**src/rtl/vga_pkg.sv**
```systemverilog
// Shared raster timing constants for the 640x480@60 Hz display path.
// The game-state and colour-decision blocks import this package for the
// screen geometry so all three agree on width, height and coordinate size.
package vga_pkg;

  localparam int COORD_W = 10;

  // Default timing: 25 MHz pixel rate derived from the 50 MHz board clock.
  localparam int   CLK_DIV_DEF  = 2;
  localparam int   H_ACTIVE_DEF = 640;
  localparam int   H_FP_DEF     = 16;
  localparam int   H_SYNC_DEF   = 96;
  localparam int   H_BP_DEF     = 48;
  localparam int   V_ACTIVE_DEF = 480;
  localparam int   V_FP_DEF     = 10;
  localparam int   V_SYNC_DEF   = 2;
  localparam int   V_BP_DEF     = 33;
  localparam logic SYNC_POL_DEF = 1'b0;

  localparam int H_TOTAL = H_ACTIVE_DEF + H_FP_DEF + H_SYNC_DEF + H_BP_DEF;
  localparam int V_TOTAL = V_ACTIVE_DEF + V_FP_DEF + V_SYNC_DEF + V_BP_DEF;

  // Region of a counter along one axis of the raster.
  localparam logic [1:0] REG_ACTIVE      = 2'd0;
  localparam logic [1:0] REG_FRONT_PORCH = 2'd1;
  localparam logic [1:0] REG_SYNC        = 2'd2;
  localparam logic [1:0] REG_BACK_PORCH  = 2'd3;

  // Classify a counter value into its region given the segment lengths.
  function automatic logic [1:0] axis_region(input logic [COORD_W-1:0] c,
                                             input int act_len,
                                             input int fp_len,
                                             input int sync_len);
    int ci;
    ci = int'(c);
    if (ci < act_len)                          return REG_ACTIVE;
    else if (ci < act_len + fp_len)            return REG_FRONT_PORCH;
    else if (ci < act_len + fp_len + sync_len) return REG_SYNC;
    else                                       return REG_BACK_PORCH;
  endfunction

endpackage

```
**src/rtl/pixel_ce_div.sv**
```systemverilog
// Clock-enable divider: produces a registered one-clk pulse every DIV clocks.
// With DIV=1 the pulse is held high while enabled. DIV is legal in 1..4.
module pixel_ce_div #(
  parameter int DIV = 2
) (
  input  logic clk,
  input  logic resetb,
  input  logic en,
  output logic pix_ce
);

  localparam int CW = (DIV > 1) ? $clog2(DIV) : 1;
  localparam logic [CW-1:0] LAST = CW'(DIV - 1);

  logic [CW-1:0] cnt;

  // Count 0..DIV-1; pulse for the clk after the count reached its last value.
  always_ff @(posedge clk or negedge resetb) begin
    if (!resetb) begin
      cnt    <= '0;
      pix_ce <= 1'b0;
    end else if (!en) begin
      cnt    <= '0;
      pix_ce <= 1'b0;
    end else begin
      pix_ce <= (cnt == LAST);
      cnt    <= (cnt == LAST) ? '0 : cnt + 1'b1;
    end
  end

endmodule

```
**src/rtl/vga_timing_gen.sv**
```systemverilog
// VGA raster timing generator: pixel/line counters plus a registered decode
// of sync, active-video and line/frame strobes. Outputs lag the counters by
// one pixel because they are loaded from the pre-increment counter values.
module vga_timing_gen
  import vga_pkg::*;
#(
  parameter int   CLK_DIV  = CLK_DIV_DEF,
  parameter int   H_ACTIVE = H_ACTIVE_DEF,
  parameter int   H_FP     = H_FP_DEF,
  parameter int   H_SYNC   = H_SYNC_DEF,
  parameter int   H_BP     = H_BP_DEF,
  parameter int   V_ACTIVE = V_ACTIVE_DEF,
  parameter int   V_FP     = V_FP_DEF,
  parameter int   V_SYNC   = V_SYNC_DEF,
  parameter int   V_BP     = V_BP_DEF,
  parameter logic SYNC_POL = SYNC_POL_DEF
) (
  input  logic               clk,
  input  logic               resetb,
  input  logic               en,
  output logic               pix_ce,
  output logic               hsync,
  output logic               vsync,
  output logic               active,
  output logic [COORD_W-1:0] px,
  output logic [COORD_W-1:0] py,
  output logic               line_tick,
  output logic               frame_tick
);

  localparam int H_TOT = H_ACTIVE + H_FP + H_SYNC + H_BP;
  localparam int V_TOT = V_ACTIVE + V_FP + V_SYNC + V_BP;

  localparam logic [COORD_W-1:0] HC_LAST  = COORD_W'(H_TOT - 1);
  localparam logic [COORD_W-1:0] VC_LAST  = COORD_W'(V_TOT - 1);
  localparam logic [COORD_W-1:0] VC_BLANK = COORD_W'(V_ACTIVE);
  localparam logic               SYNC_IDLE = ~SYNC_POL;

  logic [COORD_W-1:0] hc;
  logic [COORD_W-1:0] vc;
  logic [1:0]         h_region;
  logic [1:0]         v_region;

  pixel_ce_div #(
    .DIV (CLK_DIV)
  ) u_div (
    .clk    (clk),
    .resetb (resetb),
    .en     (en),
    .pix_ce (pix_ce)
  );

  // Region decode of the current (pre-increment) counters.
  always_comb begin
    h_region = axis_region(hc, H_ACTIVE, H_FP, H_SYNC);
    v_region = axis_region(vc, V_ACTIVE, V_FP, V_SYNC);
  end

  // Raster counters: step one pixel per pix_ce, line advances on the hc wrap.
  always_ff @(posedge clk or negedge resetb) begin
    if (!resetb) begin
      hc <= '0;
      vc <= '0;
    end else if (!en) begin
      hc <= '0;
      vc <= '0;
    end else if (pix_ce) begin
      if (hc == HC_LAST) begin
        hc <= '0;
        vc <= (vc == VC_LAST) ? '0 : vc + 1'b1;
      end else begin
        hc <= hc + 1'b1;
      end
    end
  end

  // Output register: loads on pix_ce, strobes fall back to zero the next clk.
  always_ff @(posedge clk or negedge resetb) begin
    if (!resetb) begin
      px         <= '0;
      py         <= '0;
      active     <= 1'b0;
      hsync      <= SYNC_IDLE;
      vsync      <= SYNC_IDLE;
      line_tick  <= 1'b0;
      frame_tick <= 1'b0;
    end else if (!en) begin
      px         <= '0;
      py         <= '0;
      active     <= 1'b0;
      hsync      <= SYNC_IDLE;
      vsync      <= SYNC_IDLE;
      line_tick  <= 1'b0;
      frame_tick <= 1'b0;
    end else begin
      line_tick  <= 1'b0;
      frame_tick <= 1'b0;
      if (pix_ce) begin
        px         <= hc;
        py         <= vc;
        active     <= (h_region == REG_ACTIVE) && (v_region == REG_ACTIVE);
        hsync      <= (h_region == REG_SYNC) ? SYNC_POL : SYNC_IDLE;
        vsync      <= (v_region == REG_SYNC) ? SYNC_POL : SYNC_IDLE;
        line_tick  <= (hc == '0);
        frame_tick <= (hc == '0) && (vc == VC_BLANK);
      end
    end
  end

endmodule

```
**config.mk**
```make
export PLATFORM = sky130hd
export DESIGN_NAME = vga_timing_gen
export DESIGN_NICKNAME = d
export VERILOG_FILES = /design/src/rtl/vga_pkg.sv /design/src/rtl/pixel_ce_div.sv /design/src/rtl/vga_timing_gen.sv
export SDC_FILE = /design/constraint.sdc
export NUM_CORES = 1
export LEC_CHECK = 0
export BUFFER_PORTS_ARGS = -buffer_cell sky130_fd_sc_hd__buf_2
export CAP_MARGIN = 10
export CORE_UTILIZATION = 60
export CTS_BUF_LIST = sky130_fd_sc_hd__clkbuf_8
export CTS_CLUSTER_DIAMETER = 100
export DETAILED_ROUTE_END_ITERATION = 12
export PLACE_DENSITY = 0.88
export SLEW_MARGIN = 20
export SYNTH_ARGS = -nofsm -noshare
export SYNTH_HDL_FRONTEND = slang
export SYNTH_SLANG_ARGS = --single-unit
```
**constraint.sdc**
```tcl
create_clock -name clk -period 2.3 [get_ports clk]
set_clock_uncertainty 0.15 [all_clocks]
set_input_delay 0.115 -clock clk [delete_from_list [all_inputs] [get_ports clk]]
set_output_delay 0.115 -clock clk [all_outputs]
set_load 0.005 [all_outputs]
```
==> reports/qor.csv, run 1 <==
metric,value,unit
setup_viol,0,
avgSynthCellArea,10.5,sq um
clockRootBuffer,clkbuf_8,
worst_slew_pin_slew,0.579,ns
tritoncts,done,
period_minus_slack,2.20,ns
cts_buffers,5,
placed_cells,298,
clock_sinks,47,
vias,1840,
grt_usage,26.5,%
syn-cell-area,2340,sq um
cp_cell_sequence,ha_2 > nand4_4 > o41a_1 > buf_4 > or3_1 > a21oi_1,
drv_slew,0,
max_freq,455,MHz
p_seq_share,60.1,%
synth_seq_area_share,50.3,%
critPathLaunchType,flop,
syn-num-nets,230,
io_pins,29,
start_util,63.0,%
wl_per_cell,16.0,microns
worstHoldPathType,primary input to flop,
drc,0,
hold_violations,0,
finalInstanceArea,2690,sq um
path_class,flop to flop,
antenna_found_initial,0,
dp_hpwl,3.34,mm
insertedDiodeCount,0,
slowest_stage,o41a_1,
grt_pass1_wl,8.23,mm
wl,4.90,mm
placed_area,2590,sq um
ir_drop,427,uV
critical_path_required,2.37,ns
gp_congestion,0.895,
leakage,1.18,nW
cts_buffer_depth,2,
portBuffers,28,
rsz0062_at_grt,false,
core,3720,sq um
clkTransAtPathRegs,0.08,ns
die_h,64.5,microns
drive_above_1_share,20.5,%
clkPwrFrac,32.5,%
grt_max_degree,29,
synth_ff_type,dfrtp_1,
synth_top_area_share,48.1,%
fin_setup_tns,0,ns
ys_warn_count,0,
drt_pass1_iterations,4,
dieArea,4160,sq um
ys_seq_elements,47,
synthArstFlopShare,100,%
syn_to_final_growth,15.0,%
instances_no_fill,307,
insertion_delay,0.30,ns
overflow,0,
cp.arrival,2.27,ns
rows,22,
fin_crit_sh,95.5,%
grt_pass1_vias,1733,
intPower,1.08,mW
combPwrFrac,7.4,%
status,"complete, no violations",
synth_edf_count,0,
relSlewSlack,61.4,%
crit_path_max_fanout,8,
crit_path_end_kind,flop,
maxCapViolations,0,
yosysTopAreaCell,dfrtp_1,
viasPerCell,5.99,
finalHoldWorstSlack,0.0713,ns
switching_power,0.325,mW
slowest_delay,0.49,ns
fin_nets,266,
die_width,64.5,microns
antenna_left,0,
h-tree-depth,2,
p_sw_share,23.2,%
ys_types,41,
synthCells,223,
synth.area.top_cells,"dfrtp_1, mux2i_1, nor2b_1, dfstp_2, nand2_1",
drtIter0Drc,121,
power_density,520,nW/um^2
-- per-layer routing --
layer	wire (microns)	vias up	GRT usage, %
li1	-	863	-
met1	2120	887	36.8
met2	2320	80	40.3
met3	383	10	6.87
met4	76	0	9.72
met5	0	-	0
-- per-stage QoR --
| stage | setup WS (ns) | total power, mW | utilization (%) |
|---|---|---|---|
| finish | 0.104 | 1.40 | 72.5 |
| global route | 0.0141 | 1.46 | 72.5 |
| CTS | 0.118 | 1.41 | 72.0 |
| detailed placement | 0.165 | 0.957 | 69.7 |
| global placement | 0.212 | 0.955 | 69.7 |
| floorplan | 0.296 | 0.914 | - |
-- cell families after synthesis --
family                     share of synthesized area, %
adders and majority gates                          2.14
AOI/OAI and AO/OA                                  10.2
xor gates and xnor gates                           2.24
and+or+nand+nor                                    22.7
DFF                                                50.3
buffers and inverters                              3.85
muxes                                              8.55
-- cell type report --
| type | instances | area (sq um) |
|---|---|---|
| sequential | 47 | 1180 |
| inverter | 7 | 26.3 |
| tap | 48 | 60.1 |
| timing repair buffer | 43 | 268 |
| clock inverter | 2 | 7.51 |
| clock buffer | 5 | 68.8 |
| fill | 279 | 1020 |
| multi-input combinational | 155 | 1080 |
-- cell usage after synthesis (2+ instances only) --
| cell type | instances |
|---|---|
| dfstp_2 | 2 |
| nand3_1 | 7 |
| o41ai_1 | 2 |
| xnor2_1 | 5 |
| nor2_1 | 11 |
| a21oi_1 | 9 |
| nor2b_1 | 22 |
| o211ai_1 | 2 |
| buf_1 | 2 |
| dfrtp_1 | 45 |
| nor4_1 | 3 |
| and2_1 | 3 |
| o31ai_1 | 4 |
| or3_1 | 7 |
| nand4_1 | 3 |
| o21ai_0 | 7 |
| buf_2 | 6 |
| nand4b_1 | 2 |
| o41a_1 | 2 |
| clkbuf_1 | 5 |
| nand2b_1 | 5 |
| or4_1 | 6 |
| mux2i_1 | 20 |
| a21boi_0 | 4 |
| ha_1 | 4 |
| nand2_1 | 14 |
| inv_1 | 7 |
-- sequential cells by signal, indices dropped and copies added, names as in the netlist --
| register | cells |
|---|---|
| hc | 10 |
| px | 10 |
| py | 10 |
| vc | 10 |
| active | 1 |
| frame_tick | 1 |
| hsync | 1 |
| line_tick | 1 |
| u_div.cnt | 1 |
| u_div.pix_ce | 1 |
| vsync | 1 |
-- cell usage in the layout, fill, tap and decap left out, types with 2 or more instances in the layout --
cell	count
ha_1	3
nand2_1	14
xnor2_1	5
a21oi_1	9
nor2b_1	22
o211ai_1	2
buf_2	28
or3_1	7
dfrtp_1	45
nor4_1	3
o21ai_0	7
a21boi_0	4
clkbuf_8	5
nand3_1	7
o41ai_1	2
nor2_1	11
o31ai_1	4
nand4_1	3
or4_1	6
mux2i_1	20
nand4b_1	2
and2_1	3
o41a_1	2
inv_1	9
dfstp_2	2
buf_4	13
nand2b_1	5
-- what timing repair did --
action	in CTS	in global routing
gates resized for setup	0	2
setup buffers	0	1
endpoints found under the setup margin	0	4
endpoints found under the hold margin	24	0
hold buffers	1	0
-- power by group through the flow --
stage / clock network, mW / logic (mW) / registers [mW]
final: 0.456 / 0.104 / 0.842
after global routing: 0.503 / 0.115 / 0.843
after CTS: 0.463 / 0.102 / 0.842
after detailed placement: 0 / 0.0984 / 0.858
after global placement: 0 / 0.0978 / 0.858
after floorplan: 0 / 0.0571 / 0.857
-- worst paths after layout --
kind,startpoint,end,slack (ns),cells after the start
max,hc[0],vc[2],0.10,6
min,en,px[1],0.07,2
max reg2reg,hc[0],vc[2],0.10,6
min reg2reg,u_div.cnt,u_div.cnt,0.27,1
max in group asynchronous,resetb,hsync,1.21,3
min in group asynchronous,resetb,px[8],0.19,2
-- worst max-delay path: cells and delay by family, from the launching register on --
family | cells | cell delay (ns)
and+or+nand+nor | 2 | 0.41
AOI/OAI and AO/OA | 2 | 0.66
adders and majority gates | 1 | 0.25
buffers and inverters | 1 | 0.20
DFF | 1 | 0.45
Power figures use the tool's default switching activity.
==> inputs of run 2 (changes only) <==
--- a/config.mk
+++ b/config.mk
@@ -9,7 +9,6 @@
 export CAP_MARGIN = 10
 export CORE_UTILIZATION = 60
 export CTS_BUF_LIST = sky130_fd_sc_hd__clkbuf_8
-export CTS_CLUSTER_DIAMETER = 100
 export DETAILED_ROUTE_END_ITERATION = 12
 export PLACE_DENSITY = 0.88
 export SLEW_MARGIN = 20
==> constraint.sdc (replaced) <==
create_clock -name clk -period 2.7 [get_ports clk]
set_clock_uncertainty 0.15 [all_clocks]
set_input_delay 0.135 -clock clk [delete_from_list [all_inputs] [get_ports clk]]
set_output_delay 0.135 -clock clk [all_outputs]
set_load 0.005 [all_outputs]
==> reports/qor.csv, run 2 (same netlist as run 1, synthesis figures left out) <==
metric,value,unit,change
drtIter0Drc,77,,was 121
vias,1752,,was 1840
portBuffers,28,,unchanged
crit_path_max_fanout,16,,was 8
layout.cells.most_common,dfrtp_1,,unchanged
grt_usage,25.3,%,was 26.5%
wl,4.64,mm,was 4.90 mm
drt_pass1_iterations,4,,unchanged
r2r_slack,0.30,ns,was 0.10 ns
die_width,64.5,microns,unchanged
core,3720,sq um,unchanged
clkTransAtPathRegs,0.08,ns,about the same
drive_above_1_share,17.6,%,was 20.5%
critical_path_required,2.78,ns,was 2.37 ns
cp_cell_sequence,ha_1 > nand4_4 > o41a_1 > or4_1 > a21oi_1,,was ha_2 > nand4_4 > o41a_1 > buf_4 > or3_1 > a21oi_1
grt_max_degree,48,,was 29
insertedDiodeCount,0,,unchanged
wl_per_cell,15.6,microns,was 16.0 microns
period_minus_slack,2.40,ns,was 2.20 ns
relSlewSlack,60.1,%,was 61.4%
fin_crit_sh,88.8,%,was 95.5%
placed_cells,289,,was 298
path_depth,5,,was 6
die_h,64.5,microns,unchanged
clock_sinks,47,,unchanged
rsz0062_at_grt,false,,unchanged
ir_drop,363,uV,was 427 uV
worstHoldPathType,primary input to flop,,unchanged
overflow,0,,unchanged
worst_slew_pin_slew,0.595,ns,was 0.579 ns
maxCapViolations,0,,unchanged
slowest_stage,or4_1,,was o41a_1
status,"complete, no violations",,unchanged
dp_hpwl,3.09,mm,was 3.34 mm
critPathTopFamily,simple AND/OR/NAND/NOR gates,,was compound AO/OA/AOI/OAI gates
layout_common_cells,"dfrtp_1, buf_2, nor2b_1",,unchanged
critPathBufInv,0,,was 1
power_density,478,nW/um^2,was 520 nW/um^2
critPathLaunchType,flop,,unchanged
setup_viol,0,,unchanged
ctsResizeCount,0,,unchanged
grt_pass1_wl,7.85,mm,was 8.23 mm
path_class,flop to flop,,unchanged
start_util,63.0,%,unchanged
total_power,1.25,mW,was 1.40 mW
syn_to_final_growth,11.9,%,was 15.0%
fin_nets,256,,was 266
grt_pass1_vias,1610,,was 1733
tritoncts,done,,unchanged
hold_path_depth,2,,unchanged
cts_buffer_depth,2,,unchanged
cts_buffers,5,,unchanged
io_pins,29,,unchanged
max_freq,417,MHz,was 455 MHz
r2r_end,vc[6],,was vc[2]
instances_no_fill,298,,was 307
clockRootBuffer,clkbuf_8,,unchanged
drv_slew,0,,unchanged
viasPerCell,5.88,,was 5.99
leakage,1.14,nW,was 1.18 nW
drc,0,,unchanged
h-tree-depth,2,,unchanged
fin_setup_tns,0,ns,unchanged
setup.worst_path.end,vc[6],,was vc[2]
cp.arrival,2.48,ns,was 2.27 ns
gp_congestion,0.860,,was 0.895
rr_worst_depth,5,,was 6
rows,22,,unchanged
crit_path_end_kind,flop,,unchanged
setup.worst_path.start,hc[1],,was hc[0]
slowest_delay,0.57,ns,was 0.49 ns
hold_violations,0,,unchanged
insertion_delay,0.31,ns,was 0.30 ns
finalHoldWorstSlack,0.00790,ns,was 0.0713 ns
r2r_start,hc[1],,was hc[0]
dieArea,4160,sq um,unchanged
antenna_left,0,,unchanged
antenna_found_initial,0,,unchanged
run 2: cell types whose count changed in the layout (fill, tap and decap cells not counted):
cell and delta:
ha_2 -1, o31ai_4 -1, inv_1 -1, o31ai_2 +1
clkbuf_8 +2, buf_4 -8, buf_12 -1, buf_2 -1
ha_1 +1
run 2: power by group:
group / switching (mW) / leakage [nW] / total, mW / internal [mW]
Sequential: 0.00722 / 0.645 / 0.717 / 0.710
Clock: 0.227 / 0.0557 / 0.457 / 0.230
Combinational: 0.0498 / 0.438 / 0.0795 / 0.0297
Total: 0.284 / 1.14 / 1.25 / 0.970
run 2: stage by stage:
| step | setup slack (ns) | area (sq um) | util [%] |
|---|---|---|---|
| floorplan | 0.696 | 2340 | - |
| global route | 0.155 | 2620 | 70.5 |
| detailed placement | 0.335 | 2510 | 67.5 |
| CTS | 0.313 | 2620 | 70.5 |
| finish | 0.302 | 2620 | 70.5 |
| global placement | 0.466 | 2510 | 67.5 |
run 2: what timing repair did:
item	in CTS	in global routing
buffers inserted	0	0
hold buffers	1	0
hold endpoints to repair	45	0
run 2: worst min-delay path by stage:
| stage | from | to | slack, ns |
|---|---|---|---|
| after global placement | resetb | px[8] | 0.21 |
| final | en | hc[8] | 0.008 |
| after detailed placement | resetb | px[8] | 0.22 |
| after CTS | en | hc[0] | 0.002 |
| after floorplan | resetb | active | -0.31 |
| after global routing | en | hc[0] | 0.005 |
run 2: worst register-to-register path: stages, from the launching register on:
cell	delay, ns
dfrtp_1	0.44
ha_1	0.29
nand4_4	0.18
o41a_1	0.56
or4_1	0.57
a21oi_1	0.15
run 2: final cells by class:
class	instances	area, sq um
inverter	7	26.3
multi-input combinational	155	1070
sequential	47	1180
fill	285	1090
clock buffer	7	96.3
timing repair buffer	33	183
tap	48	60.1
clock inverter	1	3.75
run 2: layer usage:
| metal | routed length, microns | GRT usage, % |
|---|---|---|
| met4 | 77 | 11.1 |
| met1 | 2120 | 36.9 |
| met2 | 2120 | 37.1 |
| met3 | 319 | 4.23 |
| met5 | 0 | 0 |
